File: src/rtl/crypto_job_sequencer_pkg.sv
// Shared definitions for the crypto job sequencer: opcodes, FSM states and default sizing.
// The host-side command decoder uses the same opcode values.
package crypto_job_sequencer_pkg;

  localparam int DATA_W_DEFAULT         = 128;
  localparam int TIMEOUT_CYCLES_DEFAULT = 50_000_000;

  typedef enum logic [1:0] {
    OP_ECHO = 2'b00,
    OP_ENC  = 2'b01,
    OP_RT   = 2'b10,
    OP_BAD  = 2'b11
  } op_e;

  typedef enum logic [2:0] {
    ST_IDLE      = 3'd0,
    ST_ENC_RUN   = 3'd1,
    ST_LINK_SEND = 3'd2,
    ST_LINK_WAIT = 3'd3,
    ST_ECHO_RUN  = 3'd4,
    ST_RESPOND   = 3'd5
  } state_e;

endpackage

File: src/rtl/crypto_job_sequencer_if.sv
// Bundle of the host command, engine and host transmitter signals around the sequencer.
// master is the sequencer side; slave is the host/engine side.
interface crypto_job_sequencer_if
  import crypto_job_sequencer_pkg::*;
#(
  parameter int DATA_W = DATA_W_DEFAULT
);

  logic              cmd_valid;
  logic [1:0]        cmd_op;
  logic [DATA_W-1:0] cmd_data;
  logic              cmd_ready;
  logic              enc_start;
  logic [DATA_W-1:0] enc_msg;
  logic              enc_done;
  logic [DATA_W-1:0] enc_result;
  logic              link_tx_wr;
  logic [DATA_W-1:0] link_tx_data;
  logic              link_received;
  logic [DATA_W-1:0] link_rx_data;
  logic              echo_start;
  logic              echo_done;
  logic [DATA_W-1:0] echo_result;
  logic [DATA_W-1:0] tx_data;
  logic              tx_wr;

  modport master (
    input  cmd_valid, cmd_op, cmd_data, enc_done, enc_result,
           link_received, link_rx_data, echo_done, echo_result,
    output cmd_ready, enc_start, enc_msg, link_tx_wr, link_tx_data,
           echo_start, tx_data, tx_wr
  );

  modport slave (
    output cmd_valid, cmd_op, cmd_data, enc_done, enc_result,
           link_received, link_rx_data, echo_done, echo_result,
    input  cmd_ready, enc_start, enc_msg, link_tx_wr, link_tx_data,
           echo_start, tx_data, tx_wr
  );

endinterface

File: src/rtl/crypto_job_sequencer_rise_detect.sv
// Rising-edge detector against a registered history bit.
// RESET_VAL=1 suppresses a false edge when the input is already high out of reset.
module rise_detect #(
  parameter bit RESET_VAL = 1'b0
) (
  input  logic clock,
  input  logic reset,
  input  logic in,
  output logic pulse
);

  logic prev;

  always_ff @(posedge clock) begin
    if (reset) prev <= RESET_VAL;
    else       prev <= in;
  end

  assign pulse = in & ~prev;

endmodule

File: src/rtl/crypto_job_sequencer.sv
// Runs one host job at a time on the encoder, link transceiver or echo unit and returns
// one result word per job, flagging engine timeouts and illegal opcodes.
module crypto_job_sequencer
  import crypto_job_sequencer_pkg::*;
#(
  parameter int DATA_W         = DATA_W_DEFAULT,
  parameter int TIMEOUT_CYCLES = TIMEOUT_CYCLES_DEFAULT
) (
  input  logic                   clock,
  input  logic                   reset,
  crypto_job_sequencer_if.master bus,
  output logic                   busy,
  output logic                   err_timeout,
  output logic                   err_badop
);

  localparam int TO_W = $clog2(TIMEOUT_CYCLES + 1);
  localparam logic [TO_W-1:0] TO_LAST = TO_W'(TIMEOUT_CYCLES - 1);

  state_e            state, state_nx;
  op_e               op_q;
  logic [TO_W-1:0]   to_cnt;
  logic              link_rise, enc_hit, echo_hit, expired, in_wait;
  logic              enc_start_q, echo_start_q, link_tx_wr_q, tx_wr_q;
  logic              enc_start_nx, echo_start_nx, link_tx_wr_nx, tx_wr_nx;
  logic [DATA_W-1:0] enc_msg_q, link_tx_data_q, tx_data_q;
  logic [DATA_W-1:0] enc_msg_nx, link_tx_data_nx, tx_data_nx;
  logic              err_timeout_nx, err_badop_nx;

  rise_detect #(.RESET_VAL(1'b1)) u_link_rise (
    .clock (clock),
    .reset (reset),
    .in    (bus.link_received),
    .pulse (link_rise)
  );

  // A done that coincides with its own start pulse belongs to an earlier request.
  assign enc_hit  = bus.enc_done  & ~enc_start_q;
  assign echo_hit = bus.echo_done & ~echo_start_q;
  assign expired  = (to_cnt == TO_LAST);
  assign in_wait  = (state == ST_ENC_RUN) || (state == ST_LINK_WAIT) || (state == ST_ECHO_RUN);

  always_ff @(posedge clock) begin
    if (reset) begin
      state          <= ST_IDLE;
      op_q           <= OP_ECHO;
      to_cnt         <= '0;
      enc_start_q    <= 1'b0;
      echo_start_q   <= 1'b0;
      link_tx_wr_q   <= 1'b0;
      tx_wr_q        <= 1'b0;
      enc_msg_q      <= '0;
      link_tx_data_q <= '0;
      tx_data_q      <= '0;
      err_timeout    <= 1'b0;
      err_badop      <= 1'b0;
    end else begin
      state          <= state_nx;
      if (state == ST_IDLE && bus.cmd_valid) op_q <= op_e'(bus.cmd_op);
      if (state_nx != state)                 to_cnt <= '0;
      else if (in_wait)                      to_cnt <= to_cnt + TO_W'(1);
      enc_start_q    <= enc_start_nx;
      echo_start_q   <= echo_start_nx;
      link_tx_wr_q   <= link_tx_wr_nx;
      tx_wr_q        <= tx_wr_nx;
      enc_msg_q      <= enc_msg_nx;
      link_tx_data_q <= link_tx_data_nx;
      tx_data_q      <= tx_data_nx;
      err_timeout    <= err_timeout_nx;
      err_badop      <= err_badop_nx;
    end
  end

  // A completion arriving on the expiry cycle takes priority over the timeout.
  always_comb begin
    state_nx = state;
    case (state)
      ST_IDLE: begin
        if (bus.cmd_valid) begin
          case (op_e'(bus.cmd_op))
            OP_ECHO:        state_nx = ST_ECHO_RUN;
            OP_ENC, OP_RT:  state_nx = ST_ENC_RUN;
            default:        state_nx = ST_IDLE;
          endcase
        end
      end
      ST_ENC_RUN: begin
        if (enc_hit)      state_nx = (op_q == OP_RT) ? ST_LINK_SEND : ST_RESPOND;
        else if (expired) state_nx = ST_IDLE;
      end
      ST_LINK_SEND: state_nx = ST_LINK_WAIT;
      ST_LINK_WAIT: begin
        if (link_rise)    state_nx = ST_RESPOND;
        else if (expired) state_nx = ST_IDLE;
      end
      ST_ECHO_RUN: begin
        if (echo_hit)     state_nx = ST_RESPOND;
        else if (expired) state_nx = ST_IDLE;
      end
      ST_RESPOND: state_nx = ST_IDLE;
      default:    state_nx = ST_IDLE;
    endcase
  end

  // Strobes are launched on the transition so they appear in the first cycle of the new state.
  always_comb begin
    enc_start_nx    = 1'b0;
    echo_start_nx   = 1'b0;
    link_tx_wr_nx   = 1'b0;
    tx_wr_nx        = 1'b0;
    enc_msg_nx      = enc_msg_q;
    link_tx_data_nx = link_tx_data_q;
    tx_data_nx      = tx_data_q;
    err_timeout_nx  = err_timeout;
    err_badop_nx    = err_badop;
    case (state)
      ST_IDLE: begin
        if (bus.cmd_valid) begin
          err_timeout_nx = 1'b0;
          err_badop_nx   = (op_e'(bus.cmd_op) == OP_BAD);
          enc_msg_nx     = bus.cmd_data;
          enc_start_nx   = (state_nx == ST_ENC_RUN);
          echo_start_nx  = (state_nx == ST_ECHO_RUN);
        end
      end
      ST_ENC_RUN: begin
        if (enc_hit) begin
          if (op_q == OP_RT) begin
            link_tx_data_nx = bus.enc_result;
            link_tx_wr_nx   = 1'b1;
          end else begin
            tx_data_nx = bus.enc_result;
            tx_wr_nx   = 1'b1;
          end
        end else if (expired) begin
          err_timeout_nx = 1'b1;
        end
      end
      ST_LINK_WAIT: begin
        if (link_rise) begin
          tx_data_nx = bus.link_rx_data;
          tx_wr_nx   = 1'b1;
        end else if (expired) begin
          err_timeout_nx = 1'b1;
        end
      end
      ST_ECHO_RUN: begin
        if (echo_hit) begin
          tx_data_nx = bus.echo_result;
          tx_wr_nx   = 1'b1;
        end else if (expired) begin
          err_timeout_nx = 1'b1;
        end
      end
      default: ;
    endcase
  end

  assign bus.cmd_ready    = (state == ST_IDLE);
  assign busy             = (state != ST_IDLE);
  assign bus.enc_start    = enc_start_q;
  assign bus.echo_start   = echo_start_q;
  assign bus.link_tx_wr   = link_tx_wr_q;
  assign bus.tx_wr        = tx_wr_q;
  assign bus.enc_msg      = enc_msg_q;
  assign bus.link_tx_data = link_tx_data_q;
  assign bus.tx_data      = tx_data_q;

endmodule

File: src/flat_wrapper.sv
// flat-port wrapper written by rule: the top's interface ports become plain ports
module crypto_job_sequencer_flat import crypto_job_sequencer_pkg::*;
#(
  parameter int DATA_W         = DATA_W_DEFAULT,
  parameter int TIMEOUT_CYCLES = TIMEOUT_CYCLES_DEFAULT
)
  (clock, reset, busy, err_timeout, err_badop, bus_cmd_valid, bus_cmd_op, bus_cmd_data, bus_enc_done, bus_enc_result, bus_link_received, bus_link_rx_data, bus_echo_done, bus_echo_result, bus_cmd_ready, bus_enc_start, bus_enc_msg, bus_link_tx_wr, bus_link_tx_data, bus_echo_start, bus_tx_data, bus_tx_wr);
  crypto_job_sequencer_if #(.DATA_W(DATA_W)) bus_i ();
  input  logic clock;
  input  logic reset;
  output logic busy;
  output logic err_timeout;
  output logic err_badop;
  input wire logic [$bits(bus_i.cmd_valid)-1:0] bus_cmd_valid;
  input wire logic [$bits(bus_i.cmd_op)-1:0] bus_cmd_op;
  input wire logic [$bits(bus_i.cmd_data)-1:0] bus_cmd_data;
  input wire logic [$bits(bus_i.enc_done)-1:0] bus_enc_done;
  input wire logic [$bits(bus_i.enc_result)-1:0] bus_enc_result;
  input wire logic [$bits(bus_i.link_received)-1:0] bus_link_received;
  input wire logic [$bits(bus_i.link_rx_data)-1:0] bus_link_rx_data;
  input wire logic [$bits(bus_i.echo_done)-1:0] bus_echo_done;
  input wire logic [$bits(bus_i.echo_result)-1:0] bus_echo_result;
  output wire logic [$bits(bus_i.cmd_ready)-1:0] bus_cmd_ready;
  output wire logic [$bits(bus_i.enc_start)-1:0] bus_enc_start;
  output wire logic [$bits(bus_i.enc_msg)-1:0] bus_enc_msg;
  output wire logic [$bits(bus_i.link_tx_wr)-1:0] bus_link_tx_wr;
  output wire logic [$bits(bus_i.link_tx_data)-1:0] bus_link_tx_data;
  output wire logic [$bits(bus_i.echo_start)-1:0] bus_echo_start;
  output wire logic [$bits(bus_i.tx_data)-1:0] bus_tx_data;
  output wire logic [$bits(bus_i.tx_wr)-1:0] bus_tx_wr;
  assign bus_i.cmd_valid = bus_cmd_valid;
  assign bus_i.cmd_op = bus_cmd_op;
  assign bus_i.cmd_data = bus_cmd_data;
  assign bus_i.enc_done = bus_enc_done;
  assign bus_i.enc_result = bus_enc_result;
  assign bus_i.link_received = bus_link_received;
  assign bus_i.link_rx_data = bus_link_rx_data;
  assign bus_i.echo_done = bus_echo_done;
  assign bus_i.echo_result = bus_echo_result;
  assign bus_cmd_ready = bus_i.cmd_ready;
  assign bus_enc_start = bus_i.enc_start;
  assign bus_enc_msg = bus_i.enc_msg;
  assign bus_link_tx_wr = bus_i.link_tx_wr;
  assign bus_link_tx_data = bus_i.link_tx_data;
  assign bus_echo_start = bus_i.echo_start;
  assign bus_tx_data = bus_i.tx_data;
  assign bus_tx_wr = bus_i.tx_wr;
  crypto_job_sequencer #(.DATA_W(DATA_W), .TIMEOUT_CYCLES(TIMEOUT_CYCLES)) u_core (.clock(clock), .reset(reset), .bus(bus_i), .busy(busy), .err_timeout(err_timeout), .err_badop(err_badop));
endmodule
File: config.mk
export PLATFORM = sky130hd
export DESIGN_NAME = crypto_job_sequencer_flat
export DESIGN_NICKNAME = d
export VERILOG_FILES = /design/src/rtl/crypto_job_sequencer_pkg.sv /design/src/rtl/crypto_job_sequencer_if.sv /design/src/rtl/crypto_job_sequencer_rise_detect.sv /design/src/rtl/crypto_job_sequencer.sv /design/src/flat_wrapper.sv
export SDC_FILE = /design/constraint.sdc
export NUM_CORES = 1
export LEC_CHECK = 0
export CORE_AREA = 3 3 357 359
export DETAILED_ROUTE_END_ITERATION = 8
export DIE_AREA = 0 0 360 362
export GPL_TIMING_DRIVEN = 0
export HOLD_SLACK_MARGIN = 0.03
export PLACE_DENSITY_LB_ADDON = 0.1
export RECOVER_POWER = 25
export SLEW_MARGIN = 25
export SYNTH_ARGS = -nofsm -noshare
export SYNTH_HDL_FRONTEND = slang
export SYNTH_HIERARCHICAL = 1
export SYNTH_SLANG_ARGS = --single-unit
File: constraint.sdc
create_clock -name clock -period 2.95 [get_ports clock]
set_clock_uncertainty 0.15 [all_clocks]
set_input_delay 0.59 -clock clock [delete_from_list [all_inputs] [get_ports clock]]
set_output_delay 0.59 -clock clock [all_outputs]
set_load 0.02 [all_outputs]
==> results of run 1 <==
==> flip-flops by register name, indices dropped and copies added, names as in the netlist <==
signal,count
u_core/bus.enc_start,1
u_core/u_link_rise/prev,1
u_core/state,3
u_core/bus.enc_msg,128
u_core/op_q,2
u_core/bus.link_tx_wr,1
u_core/bus.tx_data,128
u_core/bus.echo_start,1
u_core/bus.link_tx_data,128
u_core/to_cnt,26
u_core/err_badop,1
u_core/err_timeout,1
u_core/bus.tx_wr,1
==> layout make-up <==
class	instances	area (µm²)	area share [%]
timing repair buffer	913	9170	30.8
sequential	422	8450	28.4
multi-input combinational	1457	7380	24.8
tap	1637	2050	6.88
clock buffer	88	1730	5.80
buffer	179	871	2.92
clock inverter	11	70.1	0.235
inverter	10	37.5	0.126
antenna	8	20.0	0.0672
==> through the flow <==
stage / total power, mW / hold slack, ns / area (µm²) / utilization (%)
6_report: 18.8 / 0.297 / 29800 / 24.0
5_1_grt: 19.8 / 0.309 / 29800 / 24.0
4_1_cts: 19.4 / 0.271 / 29700 / 24.0
3_5_place_dp: 12.3 / 0.293 / 27900 / 22.5
3_3_place_gp: 12.3 / 0.292 / 27800 / 22.4
2_1_floorplan: 9.08 / 0.281 / 16700 / -
==> placed cells by master, fill, tap and decap left out, drive strengths merged, types with 2 or more instances in the layout <==
cell type,instances
nor3,10
nand2b,3
inv,10
clkdlybuf4s50,712
dlygate4sd3,197
ha,3
diode,8
a22oi,129
a31oi,2
clkinv,11
a21oi,264
nand4,4
nor2,164
or3b,2
a221oi,2
nor2b,3
nor3b,2
clkbuf,209
a211o,2
nand3,12
nor4,10
nand2,667
or3,2
nor4b,2
buf,60
and2,2
a311oi,128
and4,2
dfxtp,422
and3,2
or2,2
a211oi,2
xnor2,19
xor2,6
==> cells by family (layout without fill, tap and decap cells) <==
logic type               count (synthesis)  after routing  share of synthesized area [%]
flip-flops                             422            422                           50.6
AND/OR/NAND/NOR                        892            892                           21.3
other                                    0              8                              0
XOR/XNOR                                25             25                           1.31
AO/OA/AOI/OAI                          537            537                           21.3
buffers and inverters                  190           1201                           5.18
adder cells (fa/ha/maj)                  3              3                          0.225
==> critical path, cell delays in order (launching register included) <==
cell and delay [ns]:
dfxtp_1 0.33, buf_2 0.24, nor2b_2 0.29, and2_1 0.32, buf_4 0.40, buf_2 0.38, a22oi_1 0.30, a311oi_1 0.31
==> path summary, 6_finish.rpt <==
| path | start | endpoint | slack (ns) | cells after the start |
|---|---|---|---|---|
| worst max-delay path | u_core/state[0] | u_core/bus.tx_data[113] | 0.11 | 7 |
| worst min-delay path | u_core/op_q[0] | u_core/op_q[0] | 0.30 | 2 |
| worst max register to register | u_core/state[0] | u_core/bus.tx_data[113] | 0.11 | 7 |
| worst min register to register | u_core/op_q[0] | u_core/op_q[0] | 0.30 | 2 |
==> timing repair <==
item                                    in CTS  in global routing
endpoints found under the setup margin     183                105
resized for setup                           15                 33
pin swaps                                    0                  0
==> metal layers <==
metal	part of all wire (%)	track usage, %	vias to the layer above
li1	-	-	9106
met1	39	18.6	8694
met2	51	30.9	670
met3	8.4	5.91	95
met4	1.7	3.20	4
met5	0.028	0	-
==> report_power, final <==
part	switching [mW]	internal (mW)
clock network	2.89	3.99
registers	0.305	6.26
logic	3.18	2.19
==> results.py, run 1 <==
metrics = {
    "yosys": {
        "synth_common_cells": "nand2_1 (666), dfxtp_1 (422), a21oi_1 (264), nor2_1 (161), a22oi_1 (129)",
        "synth_top_area_share_pct": 50.6,
        "yosys_most_used_dff": "dfxtp_1",
        "syn_area_um2": 16700,
        "netlist_top_cells_area": "dfxtp_1 (51%), nand2_1 (15%), a21oi_1 (7.9%)",
        "synth_most_common_cell": "nand2_1",
        "synthArstFlopShare_pct": 0,
        "synth_nets": 2592,
        "syn_area_per_cell_um2": 8.06,
        "ys_seq_area_share_pct": 50.6,
        "ys.warnings.count": 6,
        "synth_top_cell_by_area": "dfxtp_1",
        "synthDistinctLibCells": 52,
        "syn_inst": 2069,
        "synth-seq-cells": 422,
        "synth_edf_count": 0,
    },
    "timing": {
        "maxSlewViolCount": 0,
        "fin_crit_sh_pct": 96.4,
        "rsz0062_at_grt": "no",
        "max-slew-margin-rel_pct": 36.7,
        "fmax_mhz": 352,
        "worst_pin_slew_ns": 0.949,
        "setup_viol": 0,
        "min_period_ns": 2.84,
        "fin_setup_tns_ns": 0,
        "hold_viol_final": 0,
        "fin_ws_ns": 0.107,
    },
    "power_and_ir_drop": {
        "vdd_drop_max_mv": 0.459,
        "power.leakage_nw": 10.7,
        "p_per_area_nw_per_um2": 632,
    },
    "worst_setup_path": {
        "crit_fanout": 10,
        "path_class": "flop to flop",
        "crit_arrival_ns": 3.24,
        "required_ns": 3.34,
        "end_kind": "flop",
        "crit_path_start_kind": "flop",
    },
    "drt": {
        "wire_per_inst_um": 24.2,
        "first_iter_violations": 914,
        "via_count": 18600,
        "drt_pre_antenna_iters": 4,
        "drc": 0,
        "routed_wirelength_um": 114000,
        "detail-route-antenna-nets": 0,
        "viasPerCell": 3.93,
    },
    "cts": {
        "clock-sinks": 422,
        "root_buffer": "clkbuf_16",
        "cts_setup_buffers": 0,
        "cts_tree": "built",
        "htreeDepth": 2,
        "ctsHoldBuffers": 0,
        "cts_buffers": 58,
        "path_clk_slew_ns": 0.05,
        "insertion_delay_ns": 0.65,
        "clock_path_buffers": 3,
    },
    "placement": {
        "dp_worst_setup_slack_ns": -0.728,
        "io_buffers": 911,
        "hpwl_um": 92000,
        "dp.cells": 4619,
        "place_congestion": 0.774,
    },
    "floorplan": {
        "core-area_um2": 124000,
        "die_w_um": 360,
        "std_cell_rows": 129,
        "fp.dieArea_um2": 130000,
        "die_h_um": 362,
        "io_pins": 912,
        "start_util_pct": 13.4,
    },
    "layout": {
        "finalNetCount": 3564,
        "fin_cells": 4725,
        "area_delta_synth_final_pct": 78.5,
        "final_layout_size_suffix_gt1_share_pct": 5.91,
        "num-fill-cells": 13800,
    },
    "run": {
        "drv_cap": 0,
    },
    "global_routing": {
        "first_global_vias": 19300,
        "grt_pass1_wl_um": 156000,
        "antenna_found_initial": 16,
        "grt_util_all_layers_pct": 16.8,
        "grt_max_degree": 17,
        "grt_overflow": 0,
    },
    "status": {
        "status": "completed",
    },
    "min_path": {
        "hp-class": "flop to flop",
    },
}
(Power assumes the default switching activity.)
==> run 2, diff against run 1 <==
--- a/config.mk
+++ b/config.mk
@@ -5,13 +5,14 @@
 export SDC_FILE = /design/constraint.sdc
 export NUM_CORES = 1
 export LEC_CHECK = 0
+export CAP_MARGIN = 0
 export CORE_AREA = 3 3 357 359
 export DETAILED_ROUTE_END_ITERATION = 8
 export DIE_AREA = 0 0 360 362
 export GPL_TIMING_DRIVEN = 0
 export HOLD_SLACK_MARGIN = 0.03
 export PLACE_DENSITY_LB_ADDON = 0.1
-export RECOVER_POWER = 25
+export RECOVER_POWER = 100
 export SLEW_MARGIN = 25
 export SYNTH_ARGS = -nofsm -noshare
 export SYNTH_HDL_FRONTEND = slang
==> constraint.sdc (replaced) <==
create_clock -name clock -period 2.7 [get_ports clock]
set_clock_uncertainty 0.15 [all_clocks]
set_input_delay 0.54 -clock clock [delete_from_list [all_inputs] [get_ports clock]]
set_output_delay 0.54 -clock clock [all_outputs]
set_load 0.02 [all_outputs]
==> run 2 against run 1 <==
Effect of this change:
- routed wire length hardly changed
- combinational power up 8.6%
- clock power increased by 9.2%
- via count grew 0.41%
- die area did not move
- power rose by 9.0%
- non-clock buffer count increased by 1
- critical path depth is the same
- worst hold slack barely moved
- sequential share of layout area is 0.065 points lower
- largest cell class unchanged
- highest routed layer unchanged
==> results.py, run 2 (synthesized netlist as in run 1, its figures left out) <==
metrics = {
    "layout": {
        "final_util_pct": 24.0,
        "mostFrequentLayoutCells": "nand2_1 (665), clkdlybuf4s50_1 (580), dfxtp_1 (422)",
        "fin_area_um2": 29800,
        "mostFrequentLayoutCell": "nand2_1",
        "area_delta_synth_final_pct": 78.9,
        "finalNetCount": 3565,
        "final_layout_size_suffix_gt1_share_pct": 6.65,
    },
    "drt": {
        "via_count": 18600,
        "routed_wirelength_um": 114000,
        "first_iter_violations": 903,
        "wire_per_inst_um": 24.2,
        "drc": 0,
        "detail-route-antenna-nets": 0,
        "drt_pre_antenna_iters": 5,
        "viasPerCell": 3.95,
    },
    "floorplan": {
        "die_w_um": 360,
        "start_util_pct": 13.4,
        "die_h_um": 362,
        "fp.dieArea_um2": 130000,
        "io_pins": 912,
        "std_cell_rows": 129,
        "core-area_um2": 124000,
    },
    "worst_setup_path": {
        "crit_fanout": 10,
        "max_stage_delay_ns": 0.34,
        "cp_cell_sequence": "buf_2 -> nor2b_2 -> and2_2 -> buf_6 -> clkbuf_4 -> a22oi_1 -> a311oi_1",
        "required_ns": 3.09,
        "rr_worst_depth": 7,
        "end_kind": "flop",
        "crit_path_start_kind": "flop",
        "cp_slowest_cell": "dfxtp_1",
        "crit_arrival_ns": 2.96,
        "path_class": "flop to flop",
    },
    "placement": {
        "place_congestion": 0.774,
        "placed_area_um2": 27900,
        "io_buffers": 911,
        "hpwl_um": 92000,
    },
    "global_routing": {
        "grt_pass1_wl_um": 156000,
        "grt_max_degree": 15,
        "antenna_found_initial": 16,
        "first_global_vias": 19300,
        "grt_overflow": 0,
        "grt_util_all_layers_pct": 16.8,
    },
    "status": {
        "status": "completed",
    },
    "timing": {
        "setup_viol": 0,
        "rsz0062_at_grt": "yes",
        "hold_viol_final": 0,
        "fmax_mhz": 389,
        "fin_crit_sh_pct": 95.2,
        "min_period_ns": 2.57,
        "fin_setup_tns_ns": 0,
        "whs_ns": 0.297,
        "worst_pin_slew_ns": 0.925,
        "maxSlewViolCount": 0,
        "max-slew-margin-rel_pct": 38.3,
    },
    "cts": {
        "cts_tree": "built",
        "insertion_delay_ns": 0.65,
        "path_clk_slew_ns": 0.05,
        "root_buffer": "clkbuf_16",
        "htreeDepth": 2,
        "clock-sinks": 422,
        "ctsHoldBuffers": 0,
        "cts_buffers": 58,
        "clock_path_buffers": 3,
    },
    "run": {
        "drv_cap": 0,
    },
    "min_path": {
        "min_path_cells": 2,
        "hp-class": "flop to flop",
    },
    "power_and_ir_drop": {
        "vdd_drop_max_mv": 0.500,
        "power.leakage_nw": 11.1,
        "p_per_area_nw_per_um2": 687,
    },
}
==> run 2: final timing paths <==
kind                   startpoint                 endpoint  slack [ns]
setup / recovery  u_core/state[0]  u_core/bus.tx_data[113]        0.13
hold / removal     u_core/op_q[0]           u_core/op_q[0]        0.30
setup reg to reg  u_core/state[0]  u_core/bus.tx_data[113]        0.13
hold reg to reg    u_core/op_q[0]           u_core/op_q[0]        0.30
==> run 2: repair_timing <==
item | in CTS | in global routing
endpoints found under the hold margin | 0 | 0
gates resized for setup | 55 | 28
buffers inserted | 0 | 1
endpoints found under the setup margin | 255 | 88
pin swaps | 0 | 1
==> run 2: per-layer routing <==
metal | track usage, % | up-vias | share of wire (%)
li1 | - | 9117 | -
met1 | 18.7 | 8747 | 39
met2 | 30.9 | 679 | 51
met3 | 5.86 | 99 | 8.4
met4 | 3.20 | 4 | 1.8
met5 | 0 | - | 0.028
==> run 2: worst max-delay path: cells and delay by family, from the launching register on <==
kind            cells  cell delay [ns]
buf+inv             3             0.83
compound gates      2             0.57
simple gates        2             0.56
flops               1             0.34
==> run 2: cell type report <==
cell class	instances	area, µm²
flip-flops and latches	422	8450
multi-input cells	1457	7370
plain buffers	179	941
repair buffers	914	9180
clock inverters	11	70.1
clock buffers	88	1730
fillers	13800	94300
diodes	8	20.0
inverters	10	37.5
well taps	1637	2050
==> run 2: where the power goes <==
| group | leakage, nW | switching (mW) | total, mW | internal [mW] |
|---|---|---|---|---|
| registers | 3.44 | 0.324 | 7.16 | 6.84 |
| logic | 6.82 | 3.47 | 5.83 | 2.36 |
| clock network | 0.888 | 3.16 | 7.51 | 4.36 |
==> run 2: per-stage QoR <==
step / power (mW) / setup WS [ns] / std cells
3_3_place_gp: 13.5 / -1.83 / 4617
3_5_place_dp: 13.4 / -0.928 / 4619
4_1_cts: 21.3 / 0.00246 / 4718
6_report: 20.5 / 0.129 / 4726
5_1_grt: 21.6 / -0.0315 / 4718
2_1_floorplan: 9.92 / 0.472 / 2069
==> run 3, diff against run 2 <==
--- a/config.mk
+++ b/config.mk
@@ -6,9 +6,9 @@
 export NUM_CORES = 1
 export LEC_CHECK = 0
 export CAP_MARGIN = 0
-export CORE_AREA = 3 3 357 359
+export CORE_AREA = 3 3 354 356
 export DETAILED_ROUTE_END_ITERATION = 8
-export DIE_AREA = 0 0 360 362
+export DIE_AREA = 0 0 357 359
 export GPL_TIMING_DRIVEN = 0
 export HOLD_SLACK_MARGIN = 0.03
 export PLACE_DENSITY_LB_ADDON = 0.1
==> constraint.sdc (replaced) <==
create_clock -name clock -period 3.01 [get_ports clock]
set_clock_uncertainty 0.15 [all_clocks]
set_input_delay 0.602 -clock clock [delete_from_list [all_inputs] [get_ports clock]]
set_output_delay 0.602 -clock clock [all_outputs]
set_load 0.02 [all_outputs]
==> run 3 against run 2 <==
Effect of this change:
- non-clock buffer count is 1 lower
- core utilization is 0.47 points higher
- critical path depth stayed put
- cell count hardly changed
- critical endpoint is now u_core/bus.link_tx_data[23]
- highest routed layer unchanged
==> results.py, run 3 (synthesized netlist as in run 1, its figures left out) <==
metrics = {
    "status": {
        "status": "completed",
    },
    "floorplan": {
        "start_util_pct": 13.7,
        "die_w_um": 357,
        "core-area_um2": 122000,
        "std_cell_rows": 128,
        "fp.dieArea_um2": 128000,
        "die_h_um": 359,
        "io_pins": 912,
    },
    "power_and_ir_drop": {
        "power.leakage_nw": 11.3,
        "p_per_area_nw_per_um2": 629,
        "vdd_drop_max_mv": 0.413,
    },
    "run": {
        "drv_cap": 0,
    },
    "drt": {
        "detail-route-antenna-nets": 0,
        "drt_pre_antenna_iters": 5,
        "via_count": 18600,
        "first_iter_violations": 952,
        "viasPerCell": 3.94,
        "wire_per_inst_um": 23.7,
        "drc": 0,
        "routed_wirelength_um": 112000,
    },
    "placement": {
        "dp_worst_setup_slack_ns": -0.984,
        "hpwl_um": 89800,
        "io_buffers": 911,
        "placed_area_um2": 27900,
        "place_congestion": 0.784,
    },
    "cts": {
        "path_clk_slew_ns": 0.06,
        "cts_tree": "built",
        "clock_path_buffers": 3,
        "ctsHoldBuffers": 0,
        "insertion_delay_ns": 0.64,
        "cts_buffers": 59,
        "htreeDepth": 2,
        "clock-sinks": 422,
        "root_buffer": "clkbuf_16",
    },
    "worst_setup_path": {
        "end_kind": "flop",
        "crit_path_start_kind": "primary input",
        "path_class": "primary input to flop",
        "reg2reg_slack_ns": 0.21,
        "reg2reg_from": "u_core/bus.enc_start",
        "crit_fanout": 10,
        "crit_arrival_ns": 3.25,
        "required_ns": 3.35,
        "crit-reg2reg-capture": "u_core/bus.link_tx_data[23]",
        "rr_worst_depth": 6,
    },
    "layout": {
        "finalNetCount": 3565,
        "mostFrequentLayoutCell": "nand2_1",
        "final_layout_size_suffix_gt1_share_pct": 5.83,
        "area_delta_synth_final_pct": 79.3,
        "seq_area_um2": 8450,
        "fin_area_um2": 29900,
        "multi_input_area_um2": 7370,
        "num-fill-cells": 13500,
        "mostFrequentLayoutCells": "nand2_1 (666), clkdlybuf4s50_1 (519), dfxtp_1 (422)",
    },
    "timing": {
        "hold_viol_final": 0,
        "maxSlewViolCount": 0,
        "max-slew-margin-rel_pct": 36.5,
        "fin_ws_ns": 0.0991,
        "whs_ns": 0.298,
        "worst_pin_slew_ns": 0.952,
        "fmax_mhz": 344,
        "min_period_ns": 2.91,
        "fin_crit_sh_pct": 96.7,
        "setup_viol": 0,
    },
    "global_routing": {
        "first_global_vias": 18900,
        "grt_pass1_wl_um": 152000,
        "grt_overflow": 0,
        "antenna_found_initial": 18,
        "grt_util_all_layers_pct": 16.7,
        "grt_max_degree": 17,
    },
    "min_path": {
        "min-delay-start": "u_core/bus.link_tx_data[101]",
        "hp-class": "flop to flop",
        "min_path_cells": 2,
        "hold_end": "u_core/bus.link_tx_data[101]",
    },
}
## run 3: changes by cell type in the layout (fill, tap and decap cells not counted), moves of 4 or more
cell and change:
clkdlybuf4s50_1 -61, clkbuf_8 +8, clkbuf_1 +25, clkbuf_4 -6, clkbuf_2 -15, clkinv_4 -4, dlygate4sd3_1 +64
## run 3: power breakdown
part | internal, mW | switching, mW | total (mW)
sequential | 6.14 | 0.277 | 6.41
clock | 4.40 | 2.88 | 7.29
combinational | 2.04 | 3.07 | 5.11
total | 12.6 | 6.23 | 18.8
## run 3: worst max path at each step
stage | depth (start not counted) | slack, ns | endpoint | start
final | 7 | 0.1 | u_core/bus.link_tx_data[23] | bus_enc_done
after global routing | 7 | -0.007 | u_core/bus.link_tx_data[22] | bus_enc_done
after CTS | 7 | -0.16 | u_core/bus.tx_data[104] | u_core/state[0]
after detailed placement | 5 | -0.98 | u_core/err_badop | reset
after global placement | 6 | -1.33 | u_core/bus.tx_data[112] | u_core/state[1]
after floorplan | 6 | 0.72 | u_core/bus.link_tx_data[108] | bus_enc_done
## run 3: layer usage
layer	track usage, %	share of wire, %	vias to the layer above	wire (µm)
met5	0	0.11	-	127
met4	3.03	1.7	20	1910
met3	5.72	8.2	120	9180
met2	30.8	51	646	57500
met1	18.3	39	8710	43300
li1	-	-	9119	-
## run 3: critical path, cell delays in order
cell and delay, ns:
clkdlybuf4s50_1 0.51, or3b_2 0.51, or3_1 0.47, clkbuf_2 0.43, clkbuf_1 0.46, nand2_1 0.18
a21oi_1 0.07
## run 3: through the flow
step                      instances  util (%)   TNS, ns  power, mW
after floorplan                2069         -         0       8.90
after global placement         4605      22.8   -370.54       12.0
after detailed placement       4607      22.9   -225.97       12.0
after CTS                      4714      24.5     -3.85       19.6
after global routing           4715      24.5  -0.00679       19.9
final                          4722      24.5         0       18.8
## run 3: cell type report
type                       instances  area share [%]
timing repair buffer             913            30.6
clock inverter                    13           0.506
tap                             1625            6.80
buffer                           179            2.87
antenna                            8          0.0669
multi-input combinational       1457            24.6
inverter                          10           0.125
clock buffer                      95            6.17
sequential                       422            28.2
## run 3: timing repair
| item | CTS | global route |
|---|---|---|
| pin swaps | 0 | 1 |
| setup buffers | 0 | 0 |
| setup endpoints to repair | 172 | 119 |
| resized for setup | 10 | 27 |
